===== config.mk =====
export PLATFORM = sky130hd
export DESIGN_NAME = dcache_req_ctrl_flat
export DESIGN_NICKNAME = d
export VERILOG_FILES = /design/src/rtl/dcache_req_ctrl_if.sv /design/src/rtl/dcache_req_ctrl.sv /design/src/flat_wrapper.sv
export SDC_FILE = /design/constraint.sdc
export NUM_CORES = 1
export LEC_CHECK = 0
export ABC_CLOCK_PERIOD_IN_PS = 2440
export CAP_MARGIN = 20
export CORE_UTILIZATION = 44
export CTS_CLUSTER_SIZE = 40
export DETAILED_ROUTE_END_ITERATION = 6
export GPL_ROUTABILITY_DRIVEN = 0
export PLACE_DENSITY = 0.81
export RECOVER_POWER = 50
export SYNTH_ARGS = -nofsm -noshare
export SYNTH_HDL_FRONTEND = slang
export SYNTH_SLANG_ARGS = --single-unit

===== constraint.sdc =====
create_clock -name clk_i -period 2.44 [get_ports clk_i]
set_input_delay 0.488 -clock clk_i [delete_from_list [all_inputs] [get_ports clk_i]]
set_output_delay 0.488 -clock clk_i [all_outputs]
set_load 0.01 [all_outputs]

===== src/rtl/dcache_req_ctrl_if.sv =====
// rtl/dcache_req_ctrl_if.sv - pipeline and L1 dcache signal bundle for dcache_req_ctrl
interface dcache_req_ctrl_if;
  logic        req_valid_i;
  logic        req_kill_i;
  logic        req_is_store_i;
  logic [39:0] req_addr_i;
  logic [63:0] req_data_i;
  logic [1:0]  req_size_i;
  logic        req_signed_i;
  logic        busy_o;
  logic        resp_valid_o;
  logic [63:0] resp_data_o;
  logic        xcpt_valid_o;
  logic [3:0]  xcpt_cause_o;
  logic [39:0] xcpt_addr_o;
  logic        dmem_req_valid_o;
  logic        dmem_req_ready_i;
  logic        dmem_req_cmd_o;
  logic [39:0] dmem_req_addr_o;
  logic [1:0]  dmem_req_size_o;
  logic [63:0] dmem_req_data_o;
  logic        dmem_req_kill_o;
  logic        dmem_resp_valid_i;
  logic        dmem_resp_nack_i;
  logic [63:0] dmem_resp_data_i;

  // slave: the request controller; master: pipeline plus dcache side
  modport slave (
    input  req_valid_i, req_kill_i, req_is_store_i, req_addr_i, req_data_i,
           req_size_i, req_signed_i, dmem_req_ready_i, dmem_resp_valid_i,
           dmem_resp_nack_i, dmem_resp_data_i,
    output busy_o, resp_valid_o, resp_data_o, xcpt_valid_o, xcpt_cause_o,
           xcpt_addr_o, dmem_req_valid_o, dmem_req_cmd_o, dmem_req_addr_o,
           dmem_req_size_o, dmem_req_data_o, dmem_req_kill_o
  );

  modport master (
    output req_valid_i, req_kill_i, req_is_store_i, req_addr_i, req_data_i,
           req_size_i, req_signed_i, dmem_req_ready_i, dmem_resp_valid_i,
           dmem_resp_nack_i, dmem_resp_data_i,
    input  busy_o, resp_valid_o, resp_data_o, xcpt_valid_o, xcpt_cause_o,
           xcpt_addr_o, dmem_req_valid_o, dmem_req_cmd_o, dmem_req_addr_o,
           dmem_req_size_o, dmem_req_data_o, dmem_req_kill_o
  );
endinterface


===== src/rtl/dcache_req_ctrl.sv =====
// rtl/dcache_req_ctrl.sv - single-op load/store request controller in front of the L1 dcache
module dcache_req_ctrl (
  input logic             clk_i,
  input logic             rstn_i,
  dcache_req_ctrl_if.slave bus
);
  typedef enum logic [2:0] {S_IDLE, S_REQ, S_WAIT, S_DRAIN, S_DONE} state_t;

  state_t      state_q, state_d;
  logic        cmd_q, signed_q, xcpt_q;
  logic [39:0] addr_q;
  logic [1:0]  size_q;
  logic [63:0] data_q, resp_data_q, load_ext;
  logic [2:0]  retry_q;
  logic [3:0]  cause_q;
  logic        accept, resp_ok, retry_inc, nack_xcpt, busy, req_kill, misaligned;
  logic [63:0] shifted;

  always_comb begin
    misaligned = 1'b0;
    case (bus.req_size_i)
      2'b01:   misaligned = bus.req_addr_i[0];
      2'b10:   misaligned = |bus.req_addr_i[1:0];
      2'b11:   misaligned = |bus.req_addr_i[2:0];
      default: misaligned = 1'b0;
    endcase
  end

  always_comb begin
    state_d   = state_q;
    accept    = 1'b0;
    resp_ok   = 1'b0;
    retry_inc = 1'b0;
    nack_xcpt = 1'b0;
    busy      = 1'b0;
    req_kill  = 1'b0;
    case (state_q)
      S_IDLE: if (bus.req_valid_i && !bus.req_kill_i) begin
        accept  = 1'b1;
        busy    = 1'b1;
        state_d = misaligned ? S_DONE : S_REQ;
      end
      S_REQ: begin
        busy = 1'b1;
        // a handshake wins over a same-cycle kill; the kill is then ignored
        if (bus.dmem_req_ready_i)   state_d = S_WAIT;
        else if (bus.req_kill_i)    state_d = S_IDLE;
      end
      S_WAIT: begin
        busy = 1'b1;
        if (bus.req_kill_i) begin
          req_kill = 1'b1;
          state_d  = bus.dmem_resp_valid_i ? S_IDLE : S_DRAIN;
        end else if (bus.dmem_resp_valid_i) begin
          if (!bus.dmem_resp_nack_i) begin
            resp_ok = 1'b1;
            state_d = S_DONE;
          end else if (retry_q == 3'd7) begin
            nack_xcpt = 1'b1;
            state_d   = S_DONE;
          end else begin
            retry_inc = 1'b1;
            state_d   = S_REQ;
          end
        end
      end
      S_DRAIN: begin
        busy = 1'b1;
        if (bus.dmem_resp_valid_i) state_d = S_IDLE;
      end
      S_DONE:  state_d = S_IDLE;
      default: state_d = S_IDLE;
    endcase
  end

  assign shifted = bus.dmem_resp_data_i >> {addr_q[2:0], 3'b000};

  always_comb begin
    load_ext = shifted;
    case (size_q)
      2'b00:   load_ext = {{56{signed_q & shifted[7]}},  shifted[7:0]};
      2'b01:   load_ext = {{48{signed_q & shifted[15]}}, shifted[15:0]};
      2'b10:   load_ext = {{32{signed_q & shifted[31]}}, shifted[31:0]};
      default: load_ext = shifted;
    endcase
  end

  always_ff @(posedge clk_i or negedge rstn_i) begin
    if (!rstn_i) begin
      state_q     <= S_IDLE;
      cmd_q       <= 1'b0;
      signed_q    <= 1'b0;
      xcpt_q      <= 1'b0;
      addr_q      <= '0;
      size_q      <= '0;
      data_q      <= '0;
      resp_data_q <= '0;
      retry_q     <= '0;
      cause_q     <= '0;
    end else begin
      state_q <= state_d;
      if (accept) begin
        cmd_q       <= bus.req_is_store_i;
        signed_q    <= bus.req_signed_i;
        addr_q      <= bus.req_addr_i;
        size_q      <= bus.req_size_i;
        data_q      <= bus.req_data_i;
        retry_q     <= '0;
        resp_data_q <= '0;
        xcpt_q      <= misaligned;
        cause_q     <= bus.req_is_store_i ? 4'd6 : 4'd4;
      end
      if (resp_ok)   resp_data_q <= cmd_q ? 64'd0 : load_ext;
      if (retry_inc) retry_q <= retry_q + 3'd1;
      if (nack_xcpt) begin
        xcpt_q  <= 1'b1;
        cause_q <= cmd_q ? 4'd7 : 4'd5;
      end
    end
  end

  always_comb begin
    bus.dmem_req_data_o = data_q;
    case (size_q)
      2'b00:   bus.dmem_req_data_o = {8{data_q[7:0]}};
      2'b01:   bus.dmem_req_data_o = {4{data_q[15:0]}};
      2'b10:   bus.dmem_req_data_o = {2{data_q[31:0]}};
      default: bus.dmem_req_data_o = data_q;
    endcase
  end

  // busy and kill are combinational from inputs, so force them low under reset
  assign bus.busy_o           = busy & rstn_i;
  assign bus.dmem_req_kill_o  = req_kill & rstn_i;
  assign bus.dmem_req_valid_o = (state_q == S_REQ);
  assign bus.dmem_req_cmd_o   = cmd_q;
  assign bus.dmem_req_addr_o  = addr_q;
  assign bus.dmem_req_size_o  = size_q;
  assign bus.resp_valid_o     = (state_q == S_DONE);
  assign bus.resp_data_o      = resp_data_q;
  assign bus.xcpt_valid_o     = (state_q == S_DONE) & xcpt_q;
  assign bus.xcpt_cause_o     = bus.xcpt_valid_o ? cause_q : 4'd0;
  assign bus.xcpt_addr_o      = bus.xcpt_valid_o ? addr_q : 40'd0;
endmodule

===== src/flat_wrapper.sv =====
// flat-port wrapper written by rule: the top's interface ports become plain ports
module dcache_req_ctrl_flat 
  (clk_i, rstn_i, bus_req_valid_i, bus_req_kill_i, bus_req_is_store_i, bus_req_addr_i, bus_req_data_i, bus_req_size_i, bus_req_signed_i, bus_dmem_req_ready_i, bus_dmem_resp_valid_i, bus_dmem_resp_nack_i, bus_dmem_resp_data_i, bus_busy_o, bus_resp_valid_o, bus_resp_data_o, bus_xcpt_valid_o, bus_xcpt_cause_o, bus_xcpt_addr_o, bus_dmem_req_valid_o, bus_dmem_req_cmd_o, bus_dmem_req_addr_o, bus_dmem_req_size_o, bus_dmem_req_data_o, bus_dmem_req_kill_o);
  dcache_req_ctrl_if bus_i ();
  input logic clk_i;
  input logic rstn_i;
  input wire logic [$bits(bus_i.req_valid_i)-1:0] bus_req_valid_i;
  input wire logic [$bits(bus_i.req_kill_i)-1:0] bus_req_kill_i;
  input wire logic [$bits(bus_i.req_is_store_i)-1:0] bus_req_is_store_i;
  input wire logic [$bits(bus_i.req_addr_i)-1:0] bus_req_addr_i;
  input wire logic [$bits(bus_i.req_data_i)-1:0] bus_req_data_i;
  input wire logic [$bits(bus_i.req_size_i)-1:0] bus_req_size_i;
  input wire logic [$bits(bus_i.req_signed_i)-1:0] bus_req_signed_i;
  input wire logic [$bits(bus_i.dmem_req_ready_i)-1:0] bus_dmem_req_ready_i;
  input wire logic [$bits(bus_i.dmem_resp_valid_i)-1:0] bus_dmem_resp_valid_i;
  input wire logic [$bits(bus_i.dmem_resp_nack_i)-1:0] bus_dmem_resp_nack_i;
  input wire logic [$bits(bus_i.dmem_resp_data_i)-1:0] bus_dmem_resp_data_i;
  output wire logic [$bits(bus_i.busy_o)-1:0] bus_busy_o;
  output wire logic [$bits(bus_i.resp_valid_o)-1:0] bus_resp_valid_o;
  output wire logic [$bits(bus_i.resp_data_o)-1:0] bus_resp_data_o;
  output wire logic [$bits(bus_i.xcpt_valid_o)-1:0] bus_xcpt_valid_o;
  output wire logic [$bits(bus_i.xcpt_cause_o)-1:0] bus_xcpt_cause_o;
  output wire logic [$bits(bus_i.xcpt_addr_o)-1:0] bus_xcpt_addr_o;
  output wire logic [$bits(bus_i.dmem_req_valid_o)-1:0] bus_dmem_req_valid_o;
  output wire logic [$bits(bus_i.dmem_req_cmd_o)-1:0] bus_dmem_req_cmd_o;
  output wire logic [$bits(bus_i.dmem_req_addr_o)-1:0] bus_dmem_req_addr_o;
  output wire logic [$bits(bus_i.dmem_req_size_o)-1:0] bus_dmem_req_size_o;
  output wire logic [$bits(bus_i.dmem_req_data_o)-1:0] bus_dmem_req_data_o;
  output wire logic [$bits(bus_i.dmem_req_kill_o)-1:0] bus_dmem_req_kill_o;
  assign bus_i.req_valid_i = bus_req_valid_i;
  assign bus_i.req_kill_i = bus_req_kill_i;
  assign bus_i.req_is_store_i = bus_req_is_store_i;
  assign bus_i.req_addr_i = bus_req_addr_i;
  assign bus_i.req_data_i = bus_req_data_i;
  assign bus_i.req_size_i = bus_req_size_i;
  assign bus_i.req_signed_i = bus_req_signed_i;
  assign bus_i.dmem_req_ready_i = bus_dmem_req_ready_i;
  assign bus_i.dmem_resp_valid_i = bus_dmem_resp_valid_i;
  assign bus_i.dmem_resp_nack_i = bus_dmem_resp_nack_i;
  assign bus_i.dmem_resp_data_i = bus_dmem_resp_data_i;
  assign bus_busy_o = bus_i.busy_o;
  assign bus_resp_valid_o = bus_i.resp_valid_o;
  assign bus_resp_data_o = bus_i.resp_data_o;
  assign bus_xcpt_valid_o = bus_i.xcpt_valid_o;
  assign bus_xcpt_cause_o = bus_i.xcpt_cause_o;
  assign bus_xcpt_addr_o = bus_i.xcpt_addr_o;
  assign bus_dmem_req_valid_o = bus_i.dmem_req_valid_o;
  assign bus_dmem_req_cmd_o = bus_i.dmem_req_cmd_o;
  assign bus_dmem_req_addr_o = bus_i.dmem_req_addr_o;
  assign bus_dmem_req_size_o = bus_i.dmem_req_size_o;
  assign bus_dmem_req_data_o = bus_i.dmem_req_data_o;
  assign bus_dmem_req_kill_o = bus_i.dmem_req_kill_o;
  dcache_req_ctrl u_core (.clk_i(clk_i), .rstn_i(rstn_i), .bus(bus_i));
endmodule

==> flow_summary.yaml <==
clock_tree:
  cts-htree-levels: 4
  clock-sinks: 182
  tritoncts_buffers: 17
  cts_tree: "yes"
  worstSkewPairLatency_ns: 0.43
  clkTransAtPathRegs_ns: 0.06
  clock_tree.root_cell: "sky130_fd_sc_hd__clkbuf_16"
  clock_path_buffers: 2
finish:
  design.final.nets: 1711
  synthToLayoutAreaGrowth_pct: 52.4
  finalInstanceArea_um2: 15400
  drive_gt1_share_pct: 13.5
  stdcell_count: 1826
  finalCoreUtilization_pct: 69.3
  layout.filler_cells: 1732
yosys:
  netlist_instances: 1134
  synth_ff_type: "sky130_fd_sc_hd__dfrtp_1"
  synth_area_leaders: "sky130_fd_sc_hd__dfrtp_1 (45%), sky130_fd_sc_hd__nand2_1 (14%), sky130_fd_sc_hd__mux2i_1 (7.7%)"
  syn_area_per_cell_um2: 8.88
  synth_top_area_share_pct: 45.2
  yosys_register_bits: 182
  synth_top_cells_by_count: "sky130_fd_sc_hd__nand2_1 (377), sky130_fd_sc_hd__dfrtp_1 (182), sky130_fd_sc_hd__mux2i_1 (77)"
  netlist_area_um2: 10100
  post-synth-top-area-cell: "sky130_fd_sc_hd__dfrtp_1"
  ys_warn_count: 0
  synthDistinctLibCells: 50
  post-synth-top-count-cell: "sky130_fd_sc_hd__nand2_1"
  synth-async-reset-ratio_pct: 100
  synthesis.nets: 1315
  synth_enable_flop_cells: 0
  synth-seq-area-share_pct: 45.2
timing:
  fin_crit_ns: 2.38
  timing_worst_slew_pin_value_ns: 1.22
  finClkSkew_ns: 0.0100
  fin_worst_setup_slack_ns: 0.0564
  fmax_mhz: 420
  relSlewSlack_pct: 18.7
  finalMaxSlewViolations: 0
  setup-violations-final: 0
  finalCritPeriodShare_pct: 97.7
  timing.final.hold_violations: 0
detailed_routing:
  viasPerCell: 5.58
  route.detailed.wl_per_inst_um: 20.9
  drc_violations: 0
  postRouteWirelength_mm: 38.2
  drt_first_iter_violations: 714
  detail_route.first_pass.iterations: 6
  ant_nets: 0
  vias: 10200
placement:
  placed_cell_area_um2: 14600
  detailed_place_hpwl_mm: 27.8
  place_ws_ns: -0.138
  dp_cells: 1773
  port_buffers: 397
grt:
  grtUsageTotal_pct: 32.2
  grt_pass1_vias: 10000
  maximum_number_of_pins_on_one_net_before_global_route_repair: 132
  grt_antenna_before_repair: 1
  overflow: 0
  grt_pass1_wl_mm: 58.0
die:
  core_region_area_um2: 22200
  floorplan.die.width_um: 153
  dieArea_um2: 23500
  initial_util_pct: 45.4
  die_h_um: 153
  placement_rows: 54
  io_pins: 399
setup_path:
  worstPathRequired_ns: 1.95
  crit_path_start_kind: "register"
  cp_data_arrival_time_ns: 1.90
  timing.critical_path.fanout_max: 22
  worst_setup_path_end_kind: "primary output"
  setup.worst_path.class: "reg2out"
power_and_ir_drop:
  cellLeakagePower_nw: 7.41
  vdd_ir_drop_max_v: 0.000486
  total_power_w: 0.0150
  power_density_nw_per_um2: 974
run_status:
  outcome: "complete, no violations"
worst_hold_path:
  min_path_type: "reg2reg"
run:
  cap_violations: 0
routing by layer:
metal / share of wire, % / vias up / routed length (um) / GRT usage (%)
met3: 8.6 / 85 / 3290 / 8.11
met1: 38 / 4911 / 14400 / 38.4
met4: 3.8 / 0 / 1460 / 13.2
met2: 50 / 550 / 19000 / 55.2
li1: - / 4644 / - / -
met5: 0 / - / 0 / 0
final timing paths:
| check | end | from | depth (start not counted) | slack [ns] |
|---|---|---|---|---|
| min in group asynchronous | u_core.state_q[2] | rstn_i | 2 | 0.61 |
| setup reg to reg | u_core.bus.resp_data_o[16] | u_core.bus.dmem_req_addr_o[0] | 6 | 0.14 |
| max in group asynchronous | u_core.bus.resp_data_o[34] | rstn_i | 2 | 0.75 |
| hold / removal | u_core.bus.resp_data_o[15] | u_core.bus.resp_data_o[15] | 2 | 0.47 |
| hold reg to reg | u_core.bus.resp_data_o[15] | u_core.bus.resp_data_o[15] | 2 | 0.47 |
| setup / recovery | bus_dmem_req_data_o[28] | u_core.bus.dmem_req_size_o[0] | 6 | 0.06 |
metrics by stage:
step	TNS, ns	hold WS, ns
3_3_place_gp	-0.113	0.338
3_5_place_dp	-1.74	0.338
5_1_grt	-0.0229	0.493
2_1_floorplan	0	0.192
4_1_cts	-0.947	0.282
6_report	0	0.467
worst max-delay path, cell delays in order (launching register included):
cell	delay, ns
sky130_fd_sc_hd__dfrtp_2	0.42
sky130_fd_sc_hd__buf_4	0.15
sky130_fd_sc_hd__buf_12	0.16
sky130_fd_sc_hd__nor2b_2	0.17
sky130_fd_sc_hd__a211oi_4	0.05
sky130_fd_sc_hd__a21oi_1	0.15
sky130_fd_sc_hd__dlygate4sd2_1	0.36
power by group:
part	leakage, nW	total [W]	switching (W)	internal, W
clock	0.309	0.00292	0.00123	0.00168
combinational	4.75	0.00765	0.00397	0.00368
sequential	2.36	0.00439	0.000662	0.00373
total	7.41	0.0150	0.00587	0.00909
area by class of cell:
type / count / area (um2) / share of cell area [%]
diodes: 3 / 7.51 / 0.0489
well taps: 280 / 350 / 2.28
repair buffers: 476 / 4610 / 30.1
clock buffers: 19 / 453 / 2.95
multi-input cells: 841 / 5150 / 33.6
clock inverters: 13 / 166 / 1.08
inverters: 12 / 45.0 / 0.293
flip-flops and latches: 182 / 4560 / 29.7
kinds of logic (layout without fill, tap and decap cells):
| group | after synthesis | in the layout | share of synthesized area [%] |
|---|---|---|---|
| adder cells (fa/ha/maj) | 2 | 2 | 0.248 |
| AO/OA/AOI/OAI | 201 | 201 | 13.2 |
| multiplexers | 121 | 121 | 14.4 |
| flip-flops | 182 | 182 | 45.2 |
| other | 1 | 4 | 0.0372 |
| buffers and inverters | 111 | 520 | 5.03 |
| AND/OR/NAND/NOR | 516 | 516 | 21.9 |
placed cells by master (no fill, tap or decap), drive strengths merged, types with 4 or more instances in the layout:
| cell type | count |
|---|---|
| a211oi | 18 |
| a21oi | 40 |
| a22o | 8 |
| a22oi | 7 |
| a31o | 7 |
| a32o | 22 |
| and2 | 47 |
| buf | 72 |
| clkbuf | 42 |
| clkdlybuf4s15 | 6 |
| clkdlybuf4s50 | 270 |
| clkinv | 6 |
| dfrtp | 182 |
| dlygate4sd2 | 68 |
| dlygate4sd3 | 26 |
| dlymetal6s2s | 9 |
| inv | 16 |
| mux2 | 28 |
| mux2i | 77 |
| mux4 | 16 |
| nand2 | 378 |
| nand2b | 20 |
| nand3 | 9 |
| nor2 | 32 |
| nor2b | 12 |
| nor3 | 4 |
| o21ai | 62 |
| o221ai | 7 |
| o22ai | 18 |
registers in the layout, indices dropped and copies added (netlist names):
register                    count
u_core.bus.dmem_req_addr_o     40
u_core.retry_q                  3
u_core.bus.resp_data_o         64
u_core.state_q                  3
u_core.cause_q                  3
u_core.signed_q                 1
u_core.data_q                  64
u_core.xcpt_q                   1
u_core.bus.dmem_req_cmd_o       1
u_core.bus.dmem_req_size_o      2
timing repair:
item                                   in CTS  in global routing
cloned                                      2                  0
setup endpoints to repair                 100                 47
buffers inserted                           11                  4
pin swaps                                   3                  5
endpoints found under the hold margin       4                  0
hold buffers                                1                  0
gates resized for setup                   119                 64
Note: power is estimated with default switching activity, not from simulation.
